`src/rtl/riscv_pkg.sv`:
```
// Shared pipeline types: write-back source select, load funct3 codes and
// writeback-stage FSM states, plus the load sign/zero-extension helpers.
package riscv_pkg;

  typedef enum logic [1:0] {
    WB_ALU = 2'b00,
    WB_MEM = 2'b01,
    WB_PC4 = 2'b10,
    WB_RSV = 2'b11
  } wb_sel_e;

  localparam logic [2:0] F3_LB  = 3'b000;
  localparam logic [2:0] F3_LH  = 3'b001;
  localparam logic [2:0] F3_LW  = 3'b010;
  localparam logic [2:0] F3_LBU = 3'b100;
  localparam logic [2:0] F3_LHU = 3'b101;

  typedef enum logic [1:0] {
    EMPTY     = 2'b00,
    ACTIVE    = 2'b01,
    LOAD_WAIT = 2'b10
  } wb_state_e;

  function automatic logic [31:0] ext8(input logic [7:0] b, input logic sgn);
    return {{24{sgn & b[7]}}, b};
  endfunction

  function automatic logic [31:0] ext16(input logic [15:0] h, input logic sgn);
    return {{16{sgn & h[15]}}, h};
  endfunction

endpackage

```
`src/rtl/writeback_stage_if.sv`:
```
// Execute-to-writeback bundle: incoming instruction fields, data-memory
// response, and the write-back / stall / error results.
interface writeback_stage_if;
  logic        ex_valid;
  logic        ex_flush;
  logic [31:0] ex_alu_result;
  logic [31:0] ex_pc;
  logic [4:0]  ex_rd;
  logic        ex_reg_wr;
  logic [1:0]  ex_wb_sel;
  logic        ex_mem_rd;
  logic [2:0]  ex_funct3;
  logic        dmem_rvalid;
  logic [31:0] dmem_rdata;
  logic        stall;
  logic        reg_wr;
  logic [4:0]  waddr;
  logic [31:0] wdata;
  logic        load_err;

  modport master (
    output ex_valid, ex_flush, ex_alu_result, ex_pc, ex_rd, ex_reg_wr,
           ex_wb_sel, ex_mem_rd, ex_funct3, dmem_rvalid, dmem_rdata,
    input  stall, reg_wr, waddr, wdata, load_err
  );

  modport slave (
    input  ex_valid, ex_flush, ex_alu_result, ex_pc, ex_rd, ex_reg_wr,
           ex_wb_sel, ex_mem_rd, ex_funct3, dmem_rvalid, dmem_rdata,
    output stall, reg_wr, waddr, wdata, load_err
  );
endinterface

```
`src/rtl/writeback_stage_load_align.sv`:
```
// Combinational load alignment: picks the byte/halfword at the address
// offset, extends it, and flags misaligned halfword/word accesses.
module load_align
  import riscv_pkg::*;
(
  input  logic [31:0] rdata,
  input  logic [1:0]  offset,
  input  logic [2:0]  funct3,
  output logic [31:0] data,
  output logic        misaligned
);

  logic [7:0]  byte_s;
  logic [15:0] half_s;

  // Select lane, then extend according to load type
  always_comb begin
    byte_s     = 8'h00;
    half_s     = 16'h0000;
    data       = 32'h0000_0000;
    misaligned = 1'b0;
    case (offset)
      2'b00:   byte_s = rdata[7:0];
      2'b01:   byte_s = rdata[15:8];
      2'b10:   byte_s = rdata[23:16];
      2'b11:   byte_s = rdata[31:24];
      default: byte_s = rdata[7:0];
    endcase
    if (offset[1]) begin
      half_s = rdata[31:16];
    end else begin
      half_s = rdata[15:0];
    end
    case (funct3)
      F3_LB:   data = ext8(byte_s, 1'b1);
      F3_LBU:  data = ext8(byte_s, 1'b0);
      F3_LH: begin
        data       = ext16(half_s, 1'b1);
        misaligned = offset[0];
      end
      F3_LHU: begin
        data       = ext16(half_s, 1'b0);
        misaligned = offset[0];
      end
      default: begin
        data       = rdata;
        misaligned = (offset != 2'b00);
      end
    endcase
  end

endmodule

```
`src/rtl/writeback_stage.sv`:
```
// Execute->writeback pipeline register, load-wait FSM with timeout, and the
// write-back mux feeding the register file and the forwarding network.
module writeback_stage
  import riscv_pkg::*;
#(
  parameter int LOAD_TIMEOUT = 16,
  parameter int TO_W         = 5
) (
  input  logic             clk,
  input  logic             rst,
  writeback_stage_if.slave wb
);

  wb_state_e        state_r;
  logic             valid_r;
  logic [31:0]      alu_r;
  logic [31:0]      pc_r;
  logic [4:0]       rd_r;
  logic             held_wr_r;
  wb_sel_e          wb_sel_r;
  logic             mem_rd_r;
  logic [2:0]       funct3_r;
  logic [TO_W-1:0]  count_r;
  logic             load_err_r;

  logic             load_wait_s;
  logic             timeout_s;
  logic             stall_s;
  logic             err_s;
  logic             reg_wr_s;
  logic             misaligned_s;
  logic             cap_valid_s;
  logic [31:0]      mem_data_s;
  logic [31:0]      wdata_s;

  load_align u_align (
    .rdata      (wb.dmem_rdata),
    .offset     (alu_r[1:0]),
    .funct3     (funct3_r),
    .data       (mem_data_s),
    .misaligned (misaligned_s)
  );

  assign load_wait_s = (state_r == LOAD_WAIT);
  assign timeout_s   = (count_r >= TO_W'(LOAD_TIMEOUT));
  assign stall_s     = load_wait_s & ~wb.dmem_rvalid & ~timeout_s;
  assign err_s       = load_wait_s & ((wb.dmem_rvalid & misaligned_s) |
                                      (~wb.dmem_rvalid & timeout_s));
  assign reg_wr_s    = valid_r & held_wr_r & (rd_r != 5'd0) & ~err_s &
                       (~mem_rd_r | (load_wait_s & wb.dmem_rvalid));
  assign cap_valid_s = wb.ex_valid & ~wb.ex_flush;

  // Write-back source select; kept unregistered so a late dmem_rdata still
  // settles before the register file's negedge write
  always_comb begin
    wdata_s = 32'h0000_0000;
    if (reg_wr_s) begin
      case (wb_sel_r)
        WB_ALU:  wdata_s = alu_r;
        WB_MEM:  wdata_s = mem_data_s;
        WB_PC4:  wdata_s = pc_r + 32'd4;
        default: wdata_s = 32'h0000_0000;
      endcase
    end else begin
      wdata_s = 32'h0000_0000;
    end
  end

  // Pipeline register, FSM and timeout counter; held instruction is frozen while stalled
  always_ff @(posedge clk or posedge rst) begin
    if (rst) begin
      state_r    <= EMPTY;
      valid_r    <= 1'b0;
      alu_r      <= 32'h0000_0000;
      pc_r       <= 32'h0000_0000;
      rd_r       <= 5'd0;
      held_wr_r  <= 1'b0;
      wb_sel_r   <= WB_ALU;
      mem_rd_r   <= 1'b0;
      funct3_r   <= 3'b000;
      count_r    <= '0;
      load_err_r <= 1'b0;
    end else begin
      load_err_r <= load_err_r | err_s;
      if (!stall_s) begin
        valid_r   <= cap_valid_s;
        alu_r     <= wb.ex_alu_result;
        pc_r      <= wb.ex_pc;
        rd_r      <= wb.ex_rd;
        held_wr_r <= wb.ex_reg_wr;
        wb_sel_r  <= wb_sel_e'(wb.ex_wb_sel);
        mem_rd_r  <= wb.ex_mem_rd;
        funct3_r  <= wb.ex_funct3;
        count_r   <= '0;
        if (!cap_valid_s) begin
          state_r <= EMPTY;
        end else if (wb.ex_mem_rd) begin
          state_r <= LOAD_WAIT;
        end else begin
          state_r <= ACTIVE;
        end
      end else begin
        count_r <= count_r + TO_W'(1);
      end
    end
  end

  assign wb.stall    = stall_s;
  assign wb.reg_wr   = reg_wr_s;
  assign wb.waddr    = rd_r;
  assign wb.wdata    = wdata_s;
  assign wb.load_err = load_err_r;

endmodule

```
`src/flat_wrapper.sv`:
```
// flat-port wrapper written by rule: the top's interface ports become plain ports
module writeback_stage_flat import riscv_pkg::*;
#(
  parameter int LOAD_TIMEOUT = 16,
  parameter int TO_W         = 5
)
  (clk, rst, wb_ex_valid, wb_ex_flush, wb_ex_alu_result, wb_ex_pc, wb_ex_rd, wb_ex_reg_wr, wb_ex_wb_sel, wb_ex_mem_rd, wb_ex_funct3, wb_dmem_rvalid, wb_dmem_rdata, wb_stall, wb_reg_wr, wb_waddr, wb_wdata, wb_load_err);
  writeback_stage_if wb_i ();
  input  logic clk;
  input  logic rst;
  input wire logic [$bits(wb_i.ex_valid)-1:0] wb_ex_valid;
  input wire logic [$bits(wb_i.ex_flush)-1:0] wb_ex_flush;
  input wire logic [$bits(wb_i.ex_alu_result)-1:0] wb_ex_alu_result;
  input wire logic [$bits(wb_i.ex_pc)-1:0] wb_ex_pc;
  input wire logic [$bits(wb_i.ex_rd)-1:0] wb_ex_rd;
  input wire logic [$bits(wb_i.ex_reg_wr)-1:0] wb_ex_reg_wr;
  input wire logic [$bits(wb_i.ex_wb_sel)-1:0] wb_ex_wb_sel;
  input wire logic [$bits(wb_i.ex_mem_rd)-1:0] wb_ex_mem_rd;
  input wire logic [$bits(wb_i.ex_funct3)-1:0] wb_ex_funct3;
  input wire logic [$bits(wb_i.dmem_rvalid)-1:0] wb_dmem_rvalid;
  input wire logic [$bits(wb_i.dmem_rdata)-1:0] wb_dmem_rdata;
  output wire logic [$bits(wb_i.stall)-1:0] wb_stall;
  output wire logic [$bits(wb_i.reg_wr)-1:0] wb_reg_wr;
  output wire logic [$bits(wb_i.waddr)-1:0] wb_waddr;
  output wire logic [$bits(wb_i.wdata)-1:0] wb_wdata;
  output wire logic [$bits(wb_i.load_err)-1:0] wb_load_err;
  assign wb_i.ex_valid = wb_ex_valid;
  assign wb_i.ex_flush = wb_ex_flush;
  assign wb_i.ex_alu_result = wb_ex_alu_result;
  assign wb_i.ex_pc = wb_ex_pc;
  assign wb_i.ex_rd = wb_ex_rd;
  assign wb_i.ex_reg_wr = wb_ex_reg_wr;
  assign wb_i.ex_wb_sel = wb_ex_wb_sel;
  assign wb_i.ex_mem_rd = wb_ex_mem_rd;
  assign wb_i.ex_funct3 = wb_ex_funct3;
  assign wb_i.dmem_rvalid = wb_dmem_rvalid;
  assign wb_i.dmem_rdata = wb_dmem_rdata;
  assign wb_stall = wb_i.stall;
  assign wb_reg_wr = wb_i.reg_wr;
  assign wb_waddr = wb_i.waddr;
  assign wb_wdata = wb_i.wdata;
  assign wb_load_err = wb_i.load_err;
  writeback_stage #(.LOAD_TIMEOUT(LOAD_TIMEOUT), .TO_W(TO_W)) u_core (.clk(clk), .rst(rst), .wb(wb_i));
endmodule
```
`config.mk`:
```
export PLATFORM = sky130hd
export DESIGN_NAME = writeback_stage_flat
export DESIGN_NICKNAME = d
export VERILOG_FILES = /design/src/rtl/riscv_pkg.sv /design/src/rtl/writeback_stage_if.sv /design/src/rtl/writeback_stage_load_align.sv /design/src/rtl/writeback_stage.sv /design/src/flat_wrapper.sv
export SDC_FILE = /design/constraint.sdc
export NUM_CORES = 1
export LEC_CHECK = 0
export CAP_MARGIN = 15
export CORE_ASPECT_RATIO = 1.1
export CORE_MARGIN = 10
export CORE_UTILIZATION = 49
export CTS_BUF_LIST = sky130_fd_sc_hd__clkbuf_8
export DETAILED_ROUTE_END_ITERATION = 7
export GPL_ROUTABILITY_DRIVEN = 0
export PLACE_DENSITY = 0.82
export SYNTH_ARGS = -nofsm -noshare
export SYNTH_HDL_FRONTEND = slang
export SYNTH_SLANG_ARGS = --single-unit
```
`constraint.sdc`:
```
create_clock -name clk -period 3 [get_ports clk]
set_input_delay 0.6 -clock clk [delete_from_list [all_inputs] [get_ports clk]]
set_output_delay 0.6 -clock clk [all_outputs]
set_load 0.005 [all_outputs]
```
; After elaboration in Yosys (flattened, before gate mapping)
; Cells that the tools add are included.
[word_totals]
register_bits = 85
out_inout_bits = 40
word_cells = 58
[op_classes]
add_sub_neg = 2
magnitude_cmp = 1
eq_ne = 9
n_mux = 9
bitwise = 19
n_reduce_logical = 7
[op_table]
columns = operator, count
row1 = $pmux W32 S4, 1
row2 = $pmux W32 S3, 1
row3 = $add A32 B3 Y32 const B, 1
row4 = $mux W32, 1
row5 = $pmux W8 S4, 1
row6 = $mux W16, 1
row7 = $and A1 B1 Y1, 11
row8 = $eq A2 B2 Y1 const B, 4
row9 = $eq A3 B3 Y1 const B, 2
row10 = $add A5 B1 Y5 const B, 1
row11 = $ge A5 B5 Y1 const B, 1
row12 = $mux W5, 1
row13 = $not A1 Y1, 5
row14 = $reduce_bool A5 Y1, 1
row15 = $eq A2 B1 Y1 const B, 2
row16 = $logic_not A2 Y1, 2
row17 = $mux W2, 2
row18 = $reduce_or A2 Y1, 2
row19 = $eq A3 B1 Y1 const B, 1
row20 = $logic_not A3 Y1, 1
row21 = $or A1 B1 Y1, 3
row22 = $pmux W1 S2, 1
row23 = $reduce_bool A2 Y1, 1

; Logic depth before layout (Yosys ltp)
; Gate-level depths: netlist (run 1).
[depth]
ltp_word = 10
depth_mapped = 7

; Cells and area by module
; A second synthesis (run 1) with hierarchy kept.
[unflattened]
cells_unflattened = 734
hier_area_um2 = 5605.4
[by_module_without_submodules]
columns = module, n_inst, cells_per_inst, area_each_um2
row1 = writeback_stage, 1, 607, 4732.0
row2 = load_align, 1, 127, 873.3

; Worst setup path before layout (run 1)
; Ideal clock, no wire load.
[synth_timing]
path_type = register -> output
from = register u_core.pc_r[2]
to = output port wb_wdata[20]
arrival_time_ps = 2030
t_required_ps = 2400
setup_slack_ps = 370
path_stages_with_launch = 7
path_buffers = 0
cell_sequence = dfrtp_1 -> ha_1 -> nand4_1 -> or4_4 -> or3_1 -> a311o_1 -> a21oi_1
[synth_via]
elab_chain_len = 3
[synth_lines]
columns = element, line_no
row1 = start: declaration, writeback_stage.sv:17  ; logic [31:0] pc_r;
row2 = start signal: assignment, writeback_stage.sv:88  ; pc_r <= wb.ex_pc;
row3 = $add A32 B3 Y32, writeback_stage.sv:61  ; WB_PC4: wdata_s = pc_r + 32'd4;
row4 = $pmux W32 S3, writeback_stage.sv:58  ; case (wb_sel_r)
row5 = $mux W32, writeback_stage.sv:57  ; if (reg_wr_s) begin
row6 = end: declaration, flat_wrapper.sv:25  ; output wire logic [$bits(wb_i.wdata)-1:0] wb_wdata;
; No other way between the ends.

; Final worst setup path (run 1)
; Same ends and word-level chain as after synthesis.

==> impl_metrics.yaml, run 1 <==
floorplanning:
  die_w_um: 118
  fp.dieH_um: 128
  ioPinCount: 153
  dieArea_um2: 15200
  std_cell_rows: 39
  initial_core_util: 0.501
  core_area_um2: 10400
setup_path:
  r2r_setup_slack_ns: 0
  cp.arrival_ns: 2.54
  path_class: "reg2out"
  path_max_fanout: 3
  crit_required_ns: 2.40
  slowest_delay_ns: 0.50
  end_kind: "output port"
  crit_path_top_delay_cell: "or4_4"
  cp-start-kind: "flop"
  cp_cell_sequence: "ha_2 > nand4_1 > or4_4 > or3_1 > a311o_1 > a21oi_2 > buf_2"
sta:
  final-setup-viol-count: 19
  setup_tns_ns: -1.07
  hold_violations: 0
  worst_slew_pin_slew_ns: 0.832
  fin_ws_ns: -0.137
  min_period_ns: 3.14
  relSlewSlack: 0.446
  fin_crit_sh: 1.05
  finalMaxSlewViolations: 0
  rsz0062_at_grt: "yes"
  clock.fmax_ghz: 0.319
  fin_skew_ns: 0.00927
  timing.hold.ws_ns: 0.471
routing:
  routedWlPerCell_um: 22.1
  antenna_left: 0
  via_per_inst: 6.21
  drt-total-wl_um: 23100
  drt-pass1-iter-count: 6
  drc: 0
  num_vias: 6495
  drt_first_iter_violations: 928
global_routing:
  grt_usage: 0.280
  grt_max_degree: 88
  grt_use_met1: 0.312
  use_met2: 0.465
  busiest_layer: "met2"
  antenna_found_initial: 0
  overflow: 0
  grtUsageMet3: 0.0833
  grt_pass1_vias: 6469
  grt_pass1_wl_um: 33900
yosys:
  ys_seq_area_frac: 0.408
  avgSynthCellArea_um2: 7.59
  syn-cell-area_um2: 5210
  ys_ff_latch: 85
  synth_warnings: 0
  synth_cell_types: 57
  synth_area_leaders: "dfrtp_1 41%, nand2_1 18%, nor2_1 3.6%"
  synth_commonest_cells: "252 x nand2_1, 85 x dfrtp_1, 50 x nor2_1, 34 x clkbuf_1, 27 x a21oi_1"
  synthCells: 687
  async_flop_share: 1.00
  synth_enable_flop_cells: 0
  synth.largest_area_cell: "dfrtp_1"
  synth_flop_cell: "dfrtp_1"
  synth_most_common_cell: "nand2_1"
  yosysTopAreaCellShare: 0.408
  syn-num-nets: 802
clocking:
  clk_root_buffer_cell: "clkbuf_8"
  cts_max_level: 3
  holdBufCountCts: 0
  cts_tree: "yes"
  cts_max_path_buffers: 2
  numCtsBuffers: 9
  cts.clk_slew.worst_paths_ns: 0.09
  clock_latency_ns: 0.39
  clock_sinks: 85
cells_and_area:
  nFillCells: 645
  fin_nets: 1014
  final_util: 0.780
  fin_cells: 1046
  area_growth_syn_to_layout_pct: 55.5
  drive_above_1_share: 0.241
  diodes: 0
placed_design:
  port_buffers: 152
  dp_hpwl_um: 14700
  dp_cells: 994
power_and_ir_drop:
  p_switching_uw: 1050
  ir_drop_mv: 0.253
  power.share.combinational: 0.291
  power_frac_clock: 0.292
  p_sw_frac: 0.328
  cellLeakagePower_uw: 0.00369
  p_seq_frac: 0.417
  internal_power_uw: 2150
  powerDensity_nw_per_um2: 394
run_status:
  failed_checks: "negative setup slack"
  status: "finished, violations left"
run:
  max-cap-violations: 0
hold_path:
  hold_path.class: "reg2reg"
[layout make-up]
cell class | instances | area (µm²) | area share
Clock buffer | 9 | 124 | 0.0153
Clock inverter | 6 | 93.8 | 0.0116
Sequential cell | 85 | 2130 | 0.263
Multi-Input combinational cell | 536 | 3290 | 0.406
Inverter | 16 | 61.3 | 0.00757
Timing Repair Buffer | 251 | 2230 | 0.275
Tap cell | 143 | 179 | 0.0221
[registers in the layout (all words and copies together) (netlist names)]
| signal | count |
|---|---|
| u_core.alu_r | 32 |
| u_core.pc_r | 32 |
| u_core.count_r | 5 |
| u_core.wb.waddr | 5 |
| u_core.funct3_r | 3 |
| u_core.state_r | 2 |
| u_core.wb_sel_r | 2 |
| u_core.held_wr_r | 1 |
| u_core.mem_rd_r | 1 |
| u_core.valid_r | 1 |
| u_core.wb.load_err | 1 |
[worst max-delay path, delay by kind of cell, from the launching register on]
| family | cells | cell delay (ns) |
|---|---|---|
| fa+ha+maj | 1 | 0.18 |
| compound gates | 2 | 0.47 |
| simple gates | 3 | 0.98 |
| buf+inv | 1 | 0.15 |
| flops | 1 | 0.38 |
[cell usage in the layout (no fill, tap or decap), types with 4 or more instances in the layout]
| master | netlist | layout |
|---|---|---|
| dfrtp_1 | 85 | 84 |
| nand2_1 | 252 | 252 |
| nor4_4 | 0 | 4 |
| o31a_1 | 9 | 9 |
| xnor2_1 | 8 | 8 |
| buf_12 | 0 | 5 |
| nand3_1 | 11 | 11 |
| buf_6 | 0 | 17 |
| a21oi_1 | 27 | 11 |
| clkbuf_2 | 2 | 10 |
| nand4_1 | 6 | 6 |
| mux2i_1 | 7 | 5 |
| dlygate4sd2_1 | 0 | 4 |
| xor2_1 | 8 | 8 |
| o211ai_1 | 9 | 9 |
| buf_4 | 2 | 76 |
| o21ai_0 | 25 | 18 |
| a211o_1 | 17 | 17 |
| o21ai_2 | 0 | 4 |
| clkbuf_8 | 0 | 9 |
| a21oi_2 | 1 | 12 |
| nand2b_1 | 5 | 4 |
| a22o_1 | 4 | 4 |
| nor3_1 | 7 | 5 |
| a21o_1 | 5 | 4 |
| nor2_1 | 50 | 49 |
| inv_1 | 15 | 12 |
| a31oi_4 | 0 | 5 |
| buf_2 | 9 | 23 |
| or3_1 | 7 | 6 |
| nor2b_1 | 7 | 6 |
| o221ai_1 | 6 | 5 |
| a21oi_4 | 0 | 5 |
| clkdlybuf4s50_1 | 0 | 114 |
[final timing paths]
path	from	cells past startpoint	to
setup / recovery	u_core.pc_r[2]$_DFFE_PP0N_	7	wb_wdata[20]
hold / removal	u_core.count_r[0]$_DFF_PP0_	1	u_core.count_r[0]$_DFF_PP0_
setup reg to reg	u_core.state_r[1]$_DFFE_PP0N_	20	u_core.wb.load_err$_DFF_PP0_
hold reg to reg	u_core.count_r[0]$_DFF_PP0_	1	u_core.count_r[0]$_DFF_PP0_
max in group asynchronous	rst	3	u_core.pc_r[28]$_DFFE_PP0N_
min in group asynchronous	rst	2	u_core.funct3_r[0]$_DFFE_PP0N_
[what timing repair did]
| action | 4_1_cts | 5_1_grt |
|---|---|---|
| resized for setup | 176 | 72 |
| pin swaps | 28 | 16 |
| gates cloned | 3 | 0 |
| buffers inserted | 35 | 8 |
| endpoints found under the setup margin | 33 | 34 |
[power by group through the flow]
stage	combinational [µW]	sequential, µW	clock (µW)
after detailed placement	756	1340	0
final	930	1330	933
after global routing	985	1340	971
after CTS	843	1320	931
after global placement	736	1330	0
after floorplan	375	1320	0
[metrics by stage]
step / total power [µW] / worst slack, ns / cell area [µm²]
after global placement: 2070 / -0.474 / 7180
after detailed placement: 2090 / -0.550 / 7180
after global routing: 3300 / -0.176 / 8100
after floorplan: 1690 / 0.207 / 5210
final: 3200 / -0.137 / 8100
after CTS: 3090 / -0.103 / 7960
[kinds of logic after synthesis]
logic type | share of synthesized area
AOI/OAI and AO/OA | 0.180
xor gates and xnor gates | 0.0269
adders and majority gates | 0.00480
buffers and inverters | 0.0516
DFF | 0.408
muxes | 0.0178
and+or+nand+nor | 0.311
[layer usage]
| layer | vias to the layer above | routed length, µm |
|---|---|---|
| met3 | 167 | 2690 |
| met5 | - | 0 |
| met1 | 3033 | 8220 |
| met2 | 535 | 10500 |
| li1 | 2760 | - |
| met4 | 0 | 1710 |
No activity file was read; power rests on OpenSTA's default activity.
==> inputs of run 2 (changes only) <==
- PLACE_DENSITY: 0.82 -> 0.87
==> impl_metrics.yaml, run 2 (same netlist as run 1, synthesis figures left out) <==
run_status:
  failed_checks: "negative setup slack"
  status: "finished, violations left"
placed_design:
  port_buffers: 152
  dp_hpwl_um: 14300
  placed_area_um2: 7170
setup_path:
  path_class: "reg2out"
  crit_path_top_delay_cell: "or4_4"
  critPathBufInv: 1
  cp-start-kind: "flop"
  crit_required_ns: 2.40
  crit_cells: 7
  regToRegStartpoint: "u_core.count_r[4]$_DFF_PP0_"
  cp_cell_sequence: "ha_2 > nand4_1 > or4_4 > or3_1 > a311o_1 > a21oi_1 > buf_2"
  r2r_cells: 5
  r2r_setup_slack_ns: 0.83
  end_kind: "output port"
  path_max_fanout: 4
  r2r-end: "u_core.alu_r[17]$_DFFE_PP0N_"
  cp.arrival_ns: 2.56
  slowest_delay_ns: 0.53
  cp_top_family: "simple AND/OR/NAND/NOR gates"
floorplanning:
  die_w_um: 118
  std_cell_rows: 39
  fp.dieH_um: 128
  dieArea_um2: 15200
  core_area_um2: 10400
  initial_core_util: 0.501
  ioPinCount: 153
sta:
  fin_crit_sh: 1.05
  fin_skew_ns: 0.0110
  fin_ws_ns: -0.160
  final-setup-viol-count: 16
  finalMaxSlewViolations: 0
  min_period_ns: 3.16
  hold_violations: 0
  clock.fmax_ghz: 0.316
  rsz0062_at_grt: "yes"
  worst_slew_pin_slew_ns: 0.869
  relSlewSlack: 0.421
global_routing:
  antenna_found_initial: 3
  grt_max_degree: 88
  grt_pass1_vias: 6401
  grt_pass1_wl_um: 33500
  overflow: 0
  grt_usage: 0.277
clocking:
  cts_max_path_buffers: 2
  clock_sinks: 85
  cts_max_level: 3
  cts.clk_slew.worst_paths_ns: 0.10
  cts_tree: "yes"
  clk_root_buffer_cell: "clkbuf_8"
  numCtsBuffers: 9
  clock_latency_ns: 0.37
cells_and_area:
  drive_above_1_share: 0.237
  top_regs: "u_core.alu_r: 32 flops, u_core.pc_r: 32 flops"
  nFillCells: 668
  area_growth_syn_to_layout_pct: 55.8
  fin_area_um2: 8120
  mostFrequentLayoutCells: "251 x nand2_1, 114 x clkdlybuf4s50_1, 83 x dfrtp_1"
  mostFrequentLayoutCell: "nand2_1"
  final_util: 0.781
  fin_nets: 1006
power_and_ir_drop:
  internal_power_uw: 2150
  power.share.combinational: 0.288
  p_sw_frac: 0.326
  ir_drop_mv: 0.254
  power_frac_clock: 0.295
  p_switching_uw: 1040
  cellLeakagePower_uw: 0.00370
  powerDensity_nw_per_um2: 392
  p_seq_frac: 0.417
routing:
  routedWlPerCell_um: 22.4
  drt-total-wl_um: 23400
  drt_first_iter_violations: 950
  num_vias: 6416
  via_per_inst: 6.15
  antenna_left: 0
  drc: 0
  drt-pass1-iter-count: 6
hold_path:
  hold_path.class: "in2async"
run:
  max-cap-violations: 0
[run 2: cell types whose count changed in the layout (fill, tap and decap cells not counted), moves of 3 or more]
cell	delta
buf_4	-11
or3_1	-3
a21oi_4	-3
clkbuf_2	-9
diode_2	+4
a21oi_1	+3
dlygate4sd2_1	+5
or3_4	+3
[run 2: stage by stage]
step                      std cells  TNS [ns]  hold slack (ns)  worst slack, ns  total power, µW
final                          1043    -0.873            0.473           -0.160             3180
after floorplan                 687         0            0.433            0.207             1690
after global routing           1042     -2.37            0.495           -0.230             3300
after detailed placement        993    -16.98            0.457           -0.676             2080
after CTS                      1034    -0.901            0.475           -0.196             3080
after global placement          993    -13.15            0.444           -0.561             2060
[run 2: repair_timing]
action	in CTS	in global routing
cloned	5	0
resized for setup	185	61
hold buffers	0	0
pin swaps	34	24
endpoints found under the setup margin	33	32
buffers inserted	26	12
[run 2: cell type report]
| type | count | area, µm² | area share |
|---|---|---|---|
| clock inverter | 7 | 110 | 0.0136 |
| sequential | 85 | 2130 | 0.262 |
| inverter | 16 | 62.6 | 0.00771 |
| timing repair buffer | 243 | 2240 | 0.276 |
| tap | 143 | 179 | 0.0220 |
| clock buffer | 9 | 124 | 0.0153 |
| antenna | 4 | 10.0 | 0.00123 |
| multi-input combinational | 536 | 3260 | 0.402 |
[run 2: how the worst max path moves through the flow]
stage / start / to / slack (ns)
global route: u_core.pc_r[3]$_DFFE_PP0N_ / wb_wdata[20] / -0.23
CTS: u_core.pc_r[3]$_DFFE_PP0N_ / wb_wdata[20] / -0.20
floorplan: rst / u_core.alu_r[0]$_DFFE_PP0N_ / 0.21
finish: u_core.pc_r[3]$_DFFE_PP0N_ / wb_wdata[20] / -0.16
global placement: wb_dmem_rvalid / wb_wdata[22] / -0.56
detailed placement: wb_dmem_rvalid / wb_wdata[18] / -0.68
[run 2: power groups by stage]
stage	clock network (µW)	logic, µW	registers (µW)
detailed placement	0	753	1330
floorplan	0	375	1320
CTS	947	814	1310
global route	997	973	1330
finish	940	917	1330
global placement	0	736	1330
[run 2: routing by layer]
metal	up-vias	part of all wire	routed length, µm	track usage
met5	-	0	0	0
met4	0	0.078	1820	0.186
met3	167	0.11	2520	0.0740
met2	495	0.48	11100	0.464
met1	2992	0.34	7910	0.304
li1	2762	-	-	-
==> inputs of run 3 (changes only) <==
- CTS_CLUSTER_DIAMETER: not set -> 30
==> results of run 3 <==
Final layout, timing and power as in run 2 (identical DEF).
